<file path="src/rtl/ysyx_24090003_mem_arbiter_if.sv">
// ysyx_24090003_mem_arbiter_if: IFU, LSU and memory-side signals of the memory port arbiter.
// The slave modport is the arbiter's view; the master modport drives the masters and models memory.
interface ysyx_24090003_mem_arbiter_if #(
  parameter int ADDR_W = 32,
  parameter int DATA_W = 32
);
  logic              i_ifu_req;
  logic [ADDR_W-1:0] i_ifu_addr;
  logic              o_ifu_gnt;
  logic              o_ifu_rvalid;
  logic [DATA_W-1:0] o_ifu_rdata;
  logic              i_lsu_req;
  logic              i_lsu_wen;
  logic [ADDR_W-1:0] i_lsu_addr;
  logic [DATA_W-1:0] i_lsu_wdata;
  logic [DATA_W/8-1:0] i_lsu_wmask;
  logic              o_lsu_gnt;
  logic              o_lsu_rvalid;
  logic [DATA_W-1:0] o_lsu_rdata;
  logic              o_err;
  logic              o_mem_req;
  logic              o_mem_wen;
  logic [ADDR_W-1:0] o_mem_addr;
  logic [DATA_W-1:0] o_mem_wdata;
  logic [DATA_W/8-1:0] o_mem_wmask;
  logic              i_mem_ready;
  logic              i_mem_rvalid;
  logic [DATA_W-1:0] i_mem_rdata;
  modport slave (
    input  i_ifu_req, i_ifu_addr, i_lsu_req, i_lsu_wen, i_lsu_addr, i_lsu_wdata, i_lsu_wmask,
           i_mem_ready, i_mem_rvalid, i_mem_rdata,
    output o_ifu_gnt, o_ifu_rvalid, o_ifu_rdata, o_lsu_gnt, o_lsu_rvalid, o_lsu_rdata, o_err,
           o_mem_req, o_mem_wen, o_mem_addr, o_mem_wdata, o_mem_wmask
  );
  modport master (
    output i_ifu_req, i_ifu_addr, i_lsu_req, i_lsu_wen, i_lsu_addr, i_lsu_wdata, i_lsu_wmask,
           i_mem_ready, i_mem_rvalid, i_mem_rdata,
    input  o_ifu_gnt, o_ifu_rvalid, o_ifu_rdata, o_lsu_gnt, o_lsu_rvalid, o_lsu_rdata, o_err,
           o_mem_req, o_mem_wen, o_mem_addr, o_mem_wdata, o_mem_wmask
  );
endinterface

</file>
<file path="src/rtl/ysyx_24090003_mem_arbiter.sv">
// ysyx_24090003_mem_arbiter: shares one memory port between IFU and LSU, one transaction at a time, with a wait watchdog.
// Define YSYX_24090003_ARB_RR_EN for round-robin tie breaking; otherwise LSU has fixed priority.
module ysyx_24090003_mem_arbiter #(
  parameter int MAX_WAIT = 255,
  parameter int ADDR_W   = 32,
  parameter int DATA_W   = 32
) (
  input logic i_clk,
  input logic i_rst,
  ysyx_24090003_mem_arbiter_if.slave bus
);
  localparam int MW = DATA_W / 8;
  localparam int CW = MAX_WAIT > 1 ? $clog2(MAX_WAIT + 1) : 1;
  localparam logic [CW-1:0] LIM = CW'(MAX_WAIT == 0 ? 0 : MAX_WAIT - 1);
  localparam logic [CW-1:0] SAT = CW'(MAX_WAIT);
  typedef enum logic [1:0] {IDLE, REQ, WAIT} state_e;
  state_e            state_q, state_d;
  logic              owner_q, owner_d, last_q, last_d, wen_q, wen_d;
  logic [ADDR_W-1:0] addr_q, addr_d;
  logic [DATA_W-1:0] wdata_q, wdata_d;
  logic [MW-1:0]     wmask_q, wmask_d;
  logic [CW-1:0]     cnt_q, cnt_d;
  logic              ifu_rv_q, ifu_rv_d, lsu_rv_q, lsu_rv_d, err_q, err_d;
  logic [DATA_W-1:0] ifu_rd_q, ifu_rd_d, lsu_rd_q, lsu_rd_d;
  logic              pick_lsu, grant, done, tmo, mreq;
`ifdef YSYX_24090003_ARB_RR_EN
  assign pick_lsu = bus.i_lsu_req && (!bus.i_ifu_req || !last_q);
`else
  assign pick_lsu = bus.i_lsu_req;
`endif
  assign grant = state_q == IDLE && (bus.i_ifu_req || bus.i_lsu_req);
  assign done  = state_q == WAIT && bus.i_mem_rvalid;
  // timeout fires on the edge where the counter would reach MAX_WAIT; a completion in that cycle wins
  assign tmo   = MAX_WAIT != 0 && state_q != IDLE && cnt_q == LIM && !done;
  always_comb begin
    state_d  = state_q;
    owner_d  = owner_q;
    last_d   = last_q;
    wen_d    = wen_q;
    addr_d   = addr_q;
    wdata_d  = wdata_q;
    wmask_d  = wmask_q;
    cnt_d    = cnt_q + CW'(state_q != IDLE && cnt_q != SAT);
    ifu_rv_d = 1'b0;
    lsu_rv_d = 1'b0;
    err_d    = tmo;
    ifu_rd_d = ifu_rd_q;
    lsu_rd_d = lsu_rd_q;
    if (grant) begin
      state_d = REQ;
      owner_d = pick_lsu;
      last_d  = pick_lsu;
      wen_d   = pick_lsu && bus.i_lsu_wen;
      addr_d  = pick_lsu ? bus.i_lsu_addr : bus.i_ifu_addr;
      wdata_d = pick_lsu ? bus.i_lsu_wdata : '0;
      wmask_d = pick_lsu ? bus.i_lsu_wmask : '0;
      cnt_d   = '0;
    end else if (done || tmo) begin
      state_d  = IDLE;
      ifu_rv_d = !owner_q;
      lsu_rv_d = owner_q;
      ifu_rd_d = owner_q ? ifu_rd_q : (tmo ? '0 : bus.i_mem_rdata);
      lsu_rd_d = owner_q ? (tmo ? '0 : bus.i_mem_rdata) : lsu_rd_q;
    end else if (state_q == REQ && bus.i_mem_ready) begin
      state_d = WAIT;
    end
  end
  always_ff @(posedge i_clk) begin
    if (i_rst) begin
      state_q  <= IDLE;
      owner_q  <= 1'b0;
      last_q   <= 1'b0;
      wen_q    <= 1'b0;
      addr_q   <= '0;
      wdata_q  <= '0;
      wmask_q  <= '0;
      cnt_q    <= '0;
      ifu_rv_q <= 1'b0;
      lsu_rv_q <= 1'b0;
      err_q    <= 1'b0;
      ifu_rd_q <= '0;
      lsu_rd_q <= '0;
    end else begin
      state_q  <= state_d;
      owner_q  <= owner_d;
      last_q   <= last_d;
      wen_q    <= wen_d;
      addr_q   <= addr_d;
      wdata_q  <= wdata_d;
      wmask_q  <= wmask_d;
      cnt_q    <= cnt_d;
      ifu_rv_q <= ifu_rv_d;
      lsu_rv_q <= lsu_rv_d;
      err_q    <= err_d;
      ifu_rd_q <= ifu_rd_d;
      lsu_rd_q <= lsu_rd_d;
    end
  end
  // every output is forced low while reset is held, even before the state register clears
  assign mreq             = !i_rst && state_q == REQ;
  assign bus.o_ifu_gnt    = !i_rst && grant && !pick_lsu;
  assign bus.o_lsu_gnt    = !i_rst && grant && pick_lsu;
  assign bus.o_ifu_rvalid = !i_rst && ifu_rv_q;
  assign bus.o_lsu_rvalid = !i_rst && lsu_rv_q;
  assign bus.o_err        = !i_rst && err_q;
  assign bus.o_ifu_rdata  = i_rst ? '0 : ifu_rd_q;
  assign bus.o_lsu_rdata  = i_rst ? '0 : lsu_rd_q;
  assign bus.o_mem_req    = mreq;
  assign bus.o_mem_wen    = mreq && wen_q;
  assign bus.o_mem_addr   = mreq ? addr_q : '0;
  assign bus.o_mem_wdata  = mreq ? wdata_q : '0;
  assign bus.o_mem_wmask  = mreq ? wmask_q : '0;
endmodule
</file>
<file path="src/flat_wrapper.sv">
// flat-port wrapper written by rule: the top's interface ports become plain ports
module ysyx_24090003_mem_arbiter_flat 
#(
  parameter int MAX_WAIT = 255,
  parameter int ADDR_W   = 32,
  parameter int DATA_W   = 32
)
  (i_clk, i_rst, bus_i_ifu_req, bus_i_ifu_addr, bus_i_lsu_req, bus_i_lsu_wen, bus_i_lsu_addr, bus_i_lsu_wdata, bus_i_lsu_wmask, bus_i_mem_ready, bus_i_mem_rvalid, bus_i_mem_rdata, bus_o_ifu_gnt, bus_o_ifu_rvalid, bus_o_ifu_rdata, bus_o_lsu_gnt, bus_o_lsu_rvalid, bus_o_lsu_rdata, bus_o_err, bus_o_mem_req, bus_o_mem_wen, bus_o_mem_addr, bus_o_mem_wdata, bus_o_mem_wmask);
  ysyx_24090003_mem_arbiter_if #(.ADDR_W(ADDR_W), .DATA_W(DATA_W)) bus_i ();
  input logic i_clk;
  input logic i_rst;
  input wire logic [$bits(bus_i.i_ifu_req)-1:0] bus_i_ifu_req;
  input wire logic [$bits(bus_i.i_ifu_addr)-1:0] bus_i_ifu_addr;
  input wire logic [$bits(bus_i.i_lsu_req)-1:0] bus_i_lsu_req;
  input wire logic [$bits(bus_i.i_lsu_wen)-1:0] bus_i_lsu_wen;
  input wire logic [$bits(bus_i.i_lsu_addr)-1:0] bus_i_lsu_addr;
  input wire logic [$bits(bus_i.i_lsu_wdata)-1:0] bus_i_lsu_wdata;
  input wire logic [$bits(bus_i.i_lsu_wmask)-1:0] bus_i_lsu_wmask;
  input wire logic [$bits(bus_i.i_mem_ready)-1:0] bus_i_mem_ready;
  input wire logic [$bits(bus_i.i_mem_rvalid)-1:0] bus_i_mem_rvalid;
  input wire logic [$bits(bus_i.i_mem_rdata)-1:0] bus_i_mem_rdata;
  output wire logic [$bits(bus_i.o_ifu_gnt)-1:0] bus_o_ifu_gnt;
  output wire logic [$bits(bus_i.o_ifu_rvalid)-1:0] bus_o_ifu_rvalid;
  output wire logic [$bits(bus_i.o_ifu_rdata)-1:0] bus_o_ifu_rdata;
  output wire logic [$bits(bus_i.o_lsu_gnt)-1:0] bus_o_lsu_gnt;
  output wire logic [$bits(bus_i.o_lsu_rvalid)-1:0] bus_o_lsu_rvalid;
  output wire logic [$bits(bus_i.o_lsu_rdata)-1:0] bus_o_lsu_rdata;
  output wire logic [$bits(bus_i.o_err)-1:0] bus_o_err;
  output wire logic [$bits(bus_i.o_mem_req)-1:0] bus_o_mem_req;
  output wire logic [$bits(bus_i.o_mem_wen)-1:0] bus_o_mem_wen;
  output wire logic [$bits(bus_i.o_mem_addr)-1:0] bus_o_mem_addr;
  output wire logic [$bits(bus_i.o_mem_wdata)-1:0] bus_o_mem_wdata;
  output wire logic [$bits(bus_i.o_mem_wmask)-1:0] bus_o_mem_wmask;
  assign bus_i.i_ifu_req = bus_i_ifu_req;
  assign bus_i.i_ifu_addr = bus_i_ifu_addr;
  assign bus_i.i_lsu_req = bus_i_lsu_req;
  assign bus_i.i_lsu_wen = bus_i_lsu_wen;
  assign bus_i.i_lsu_addr = bus_i_lsu_addr;
  assign bus_i.i_lsu_wdata = bus_i_lsu_wdata;
  assign bus_i.i_lsu_wmask = bus_i_lsu_wmask;
  assign bus_i.i_mem_ready = bus_i_mem_ready;
  assign bus_i.i_mem_rvalid = bus_i_mem_rvalid;
  assign bus_i.i_mem_rdata = bus_i_mem_rdata;
  assign bus_o_ifu_gnt = bus_i.o_ifu_gnt;
  assign bus_o_ifu_rvalid = bus_i.o_ifu_rvalid;
  assign bus_o_ifu_rdata = bus_i.o_ifu_rdata;
  assign bus_o_lsu_gnt = bus_i.o_lsu_gnt;
  assign bus_o_lsu_rvalid = bus_i.o_lsu_rvalid;
  assign bus_o_lsu_rdata = bus_i.o_lsu_rdata;
  assign bus_o_err = bus_i.o_err;
  assign bus_o_mem_req = bus_i.o_mem_req;
  assign bus_o_mem_wen = bus_i.o_mem_wen;
  assign bus_o_mem_addr = bus_i.o_mem_addr;
  assign bus_o_mem_wdata = bus_i.o_mem_wdata;
  assign bus_o_mem_wmask = bus_i.o_mem_wmask;
  ysyx_24090003_mem_arbiter #(.MAX_WAIT(MAX_WAIT), .ADDR_W(ADDR_W), .DATA_W(DATA_W)) u_core (.i_clk(i_clk), .i_rst(i_rst), .bus(bus_i));
endmodule
</file>
<file path="config.mk">
export PLATFORM = sky130hd
export DESIGN_NAME = ysyx_24090003_mem_arbiter_flat
export DESIGN_NICKNAME = d
export VERILOG_FILES = /design/src/rtl/ysyx_24090003_mem_arbiter_if.sv /design/src/rtl/ysyx_24090003_mem_arbiter.sv /design/src/flat_wrapper.sv
export SDC_FILE = /design/constraint.sdc
export NUM_CORES = 1
export LEC_CHECK = 0
export ABC_AREA = 0
export BUFFER_PORTS_ARGS = -buffer_cell sky130_fd_sc_hd__buf_2
export CAP_MARGIN = 20
export CORE_MARGIN = 8
export CORE_UTILIZATION = 30
export DETAILED_ROUTE_END_ITERATION = 8
export GPL_TIMING_DRIVEN = 0
export SYNTH_ARGS = -nofsm -noshare
export SYNTH_HDL_FRONTEND = slang
export SYNTH_SLANG_ARGS = --single-unit
</file>
<file path="constraint.sdc">
create_clock -name i_clk -period 6 [get_ports i_clk]
set_clock_uncertainty 0.1 [all_clocks]
set_input_delay 0.9 -clock i_clk [delete_from_list [all_inputs] [get_ports i_clk]]
set_output_delay 0.9 -clock i_clk [all_outputs]
set_load 0.05 [all_outputs]
</file>
# Word-level counts from Yosys, hierarchy flattened
# Index checks and enable logic that the tools add are counted.
# classes
n_bitwise	3
addsub	1
eq_ne	4
mux	12
n_reduce_logical	29
# ops
op	count
32-bit two-way mux	7
1-bit logical AND	15
8-bit by 1-bit adder with 8-bit output	1
8-bit == test (second input constant)	1
4-bit two-way mux	2
8-bit != test (second input constant)	1
3-bit AND reduction	2
3-bit OR reduction	2
1-bit logical NOT	4
1-bit two-way mux	3
1-bit inverter	3
3-bit nonzero test	1
2-bit by 1-bit == test with 1-bit output (second input constant)	1
2-bit == test (second input constant)	1
2-bit logical NOT	1
1-bit logical OR	2
2-bit nonzero test	1
2-bit OR reduction	1
# word_totals
elab_cells	62
out_inout_bits	139
reg_bits	147
in_bits	139

# Longest topological paths before layout
# depth
ltp_word	7
ltp_mapped	9
ltp_nobuf	8

# Worst setup path after synthesis
# No wires, ideal clock.
# synth_path
kind	input to output
start	input port i_rst
end	output port bus_o_mem_addr[22]
n_path_buf	2
stages	5
slack_ns	2.327
arrival_ns	2.673
required_ns	5.000
cell_sequence	clkbuf_1 -> or2b_1 -> nor2_1 -> clkbuf_1 -> and2_1
# synth_via
elab_chain_cells	3
# synth_lines
item	line_no	source
start, declared	flat_wrapper.sv:11	input logic i_rst;
1-bit logical NOT	ysyx_24090003_mem_arbiter.sv:100	assign mreq = !i_rst && state_q == REQ;
1-bit logical AND	ysyx_24090003_mem_arbiter.sv:100	
named net bus_o_mem_req	flat_wrapper.sv:29	output wire logic [$bits(bus_i.o_mem_req)-1:0] bus_o_mem_req;
32-bit two-way mux	ysyx_24090003_mem_arbiter.sv:110	assign bus.o_mem_addr = mreq ? addr_q : '0;
end, declared	flat_wrapper.sv:31	output wire logic [$bits(bus_i.o_mem_addr)-1:0] bus_o_mem_addr;
# The timed path passes the listed nets, and every way through them passes these cells.

# Final worst setup path
# layout_path
start	input port i_rst
end	output port bus_o_mem_wdata[29]
# layout_via
elab_chain_cells	3
# layout_lines
item	line_no	source
1-bit logical NOT	ysyx_24090003_mem_arbiter.sv:100	
1-bit logical AND	ysyx_24090003_mem_arbiter.sv:100	
32-bit two-way mux	ysyx_24090003_mem_arbiter.sv:111	assign bus.o_mem_wdata = mreq ? wdata_q : '0;
end, declared	flat_wrapper.sv:32	output wire logic [$bits(bus_i.o_mem_wdata)-1:0] bus_o_mem_wdata;
# Every way passes these cells.

==> metrics.txt <==
outcome finished, final reports clean; first-pass GRT wire length 40,110 um; Num Clock Sinks 147; Fmax 256.1 MHz; CP startpoint kind input pin; synthesized instance count 771; Max-cap violations 0; Final Max Slew Viols 0; total track usage 16.63%; post-synthesis to final-layout area growth 31.77%; Placed Cells 1,369; DRT met1 WL 11,160 um; drt first pass iters 6; final-stage net count 1,205; crit path cell chain clkbuf_1 > or2b_1 > nor2_1 > clkbuf_1 > and2_1 > buf_2; DR WL met3 1793 um; Vias/cell 4.943; Resized cells post-CTS 0; Starting Density 30.40%; fin util 40.06%; CTS buffer count 17; R2R Setup Slk 3.48 ns; die footprint 0.02985 mm^2; number of global-route vias before repair 7,169; hold buffer count at cts 0; Die Ht 172.8 um; Final Hold Fails 0; layout cells sized above 1 37.05%; Rel. slew slack 49.93%; Root Driver clkbuf_16; Top Layer Used met5; Worst-Margin Slew 0.7483 ns; post-synthesis cell type count 45; RSZ-0062 raised after global routing no; n_diodes 0; setup TNS 0 ns; Leak 4.473 nW; Post-synth EDFFs 0; largest net degree at the start of global routing 17; fill cell count 2,501; drt first-iter violations 541; Pwr Density 266.9 mW/mm^2; Core Rows 57; DR vias 6,925; die span in x 172.8 um; Buf/Inv on CP 3; final worst slack 2.095 ns; Reg clk slew, reported paths 0.07 ns; dominant synthesized flop cell dfxtp_1; Worst Path Max Fanout 10; routability cong. 0.7920; worst vdd ir 0.1630 mV; worst setup path category in -> out; Post-Layout Inst Area 0.009714 mm^2; post-synthesis sequential area ratio 39.92%; hold crit path type reg -> reg; hold path startpoint u_core.addr_q[0]$_SDFFE_PP0P_; Port Buffers 274; Hold EP u_core.addr_q[0]$_SDFFE_PP0P_; Detailed Route WL 25,550 um; min Tclk post-route 3.905 ns; antenna violations before repair 1; average cell area after synthesis 9.562 um^2; reg2reg start u_core.cnt_q[1]$_SDFF_PP0_; CP max stage delay 0.58 ns; CP delay by family, top simple AND/OR/NAND/NOR gates; CTS tree yes; final worst-path cycle share 65.08%; Clock H-tree levels 4; CP Depth 6; warning count from the yosys run 0; RR Endpoint u_core.cnt_q[6]$_SDFF_PP0_; io pins 278; Post-DP HPWL 19,670 um; pre-CTS setup slack 1.945 ns; Slowest-stage cell, CP nor2_1; Worst-Skew Late Latency 0.42 ns; final antenna-violating net count 0; ys async rst share 0%; Placed Area 0.009149 mm^2; postcts setup bufs 0; CP dominant cell by count clkbuf_1; Hold Crit Depth 1; Yosys reg bits 147; reg2reg path depth 9; data required time of the worst path 5.00 ns; met2 WL post-DR 12,180 um; DR DRC count 0; critical path arrival 2.90 ns; wire per inst 18.24 um; core footprint 0.02425 mm^2; Setup-failing EPs final 0; Cell Count, Final, Fillers Out 1,401; Synth Cell Area 0.007372 mm^2; syn nets 912; CP Capture Type output port; Clock Tree Buf Depth 2; Remaining Overflow, GRT 0
[power breakdown]
group	internal [mW]	switching (mW)
sequential	1.04	0.0397
clock	0.551	0.484
combinational	0.170	0.307
total	1.76	0.830
[cell usage in the layout (no fill, tap or decap), drive strengths merged, types with 2 or more instances in the layout]
cell type  count
clkinv         2
a22o          37
o21bai         2
nor2b         36
mux2i         32
or3            5
nand2b        33
inv           42
nand3          3
o21ai          4
a21oi          6
nor3b          3
o311ai        32
xor2           2
nor2           7
o221ai        32
buf          303
ha             2
a31oi         32
dfxtp        147
nand2         34
or2           33
a21o          32
clkinvlp       3
and2          71
clkbuf        69
o2bb2ai       32
nand4b        32
[through the flow]
step	hold WS (ns)	total power [mW]
floorplan	0.3242	1.417
global placement	0.3384	1.574
detailed placement	0.3404	1.580
CTS	0.3615	2.621
global route	0.3791	2.719
finish	0.3587	2.592
[worst max-delay path by stage]
stage	startpoint	end	slack, ns
5_1_grt	i_rst	bus_o_mem_wdata[29]	1.88
3_3_place_gp	i_rst	bus_o_mem_wdata[25]	1.96
3_5_place_dp	i_rst	bus_o_mem_wdata[29]	1.94
2_1_floorplan	i_rst	bus_o_mem_addr[22]	2.33
6_report	i_rst	bus_o_mem_wdata[29]	2.10
4_1_cts	i_rst	bus_o_mem_wdata[29]	1.93
[final cells by class]
cell class | count | area, um^2 | share of cell area [%]
clock inverters | 14 | 136.4 | 1.404
multi-input cells | 511 | 3939 | 40.55
flip-flops and latches | 147 | 2943 | 30.29
well taps | 324 | 405.4 | 4.173
inverters | 33 | 123.9 | 1.275
clock buffers | 18 | 429.2 | 4.418
plain buffers | 80 | 366.6 | 3.774
repair buffers | 274 | 1371 | 14.12
[registers in the layout, summed over array words and instances, names as in the netlist, 2 cells and up]
signal           flops
u_core.cnt_q         8
u_core.ifu_rd_q     32
u_core.lsu_rd_q     32
u_core.addr_q       32
u_core.state_q       2
u_core.wmask_q       4
u_core.wdata_q      32
[Yosys cell counts, types with 2 or more instances]
| library cell | number | area share [%] |
|---|---|---|
| o2bb2ai_1 | 3 | 0.36 |
| o2bb2ai_2 | 26 | 5.3 |
| nor2b_1 | 36 | 3.1 |
| or2_2 | 32 | 2.7 |
| or3_1 | 5 | 0.42 |
| o221ai_1 | 32 | 3.8 |
| nor2_1 | 6 | 0.31 |
| clkbuf_1 | 51 | 2.6 |
| a21o_1 | 32 | 3.3 |
| nand2b_1 | 33 | 2.8 |
| nand4b_1 | 32 | 3.8 |
| buf_1 | 3 | 0.15 |
| inv_1 | 33 | 1.7 |
| ha_1 | 2 | 0.34 |
| a31oi_1 | 32 | 2.7 |
| a21oi_1 | 6 | 0.41 |
| buf_2 | 20 | 1.4 |
| o21ai_0 | 3 | 0.20 |
| nand2_1 | 34 | 1.7 |
| and2_1 | 71 | 6.0 |
| o311ai_1 | 4 | 0.48 |
| a22o_1 | 37 | 4.4 |
| nand3_1 | 3 | 0.20 |
| buf_6 | 5 | 0.76 |
| dfxtp_1 | 147 | 40 |
| nor3b_1 | 2 | 0.20 |
| o2bb2ai_4 | 3 | 1.1 |
| mux2i_1 | 32 | 4.3 |
| xor2_1 | 2 | 0.24 |
| o311ai_0 | 28 | 3.3 |
| o21bai_1 | 2 | 0.20 |
[routing by layer]
layer | up-vias | global-route usage [%]
li1 | 3393 | -
met1 | 3287 | 20.45
met2 | 217 | 27.25
met3 | 26 | 5.511
met4 | 2 | 4.887
met5 | - | 0
[worst register-to-register path: stages, from the launching register on]
cell	delay (ns)
dfxtp_1	0.33
nand3_1	0.32
clkbuf_1	0.44
nor2_1	0.07
a21boi_0	0.19
ha_1	0.20
ha_1	0.19
nand3_1	0.13
or3_1	0.32
a21oi_1	0.14
[kinds of logic after synthesis]
family,count (synthesis),synth area share [%]
AO/OA/AOI/OAI,213,26.34
XOR/XNOR,3,0.3565
adder cells (fa/ha/maj),2,0.3394
buffers and inverters,113,6.653
flip-flops,147,39.92
multiplexers,32,4.345
AND/OR/NAND/NOR,261,22.05
No activity file was read; power rests on OpenSTA's default activity.
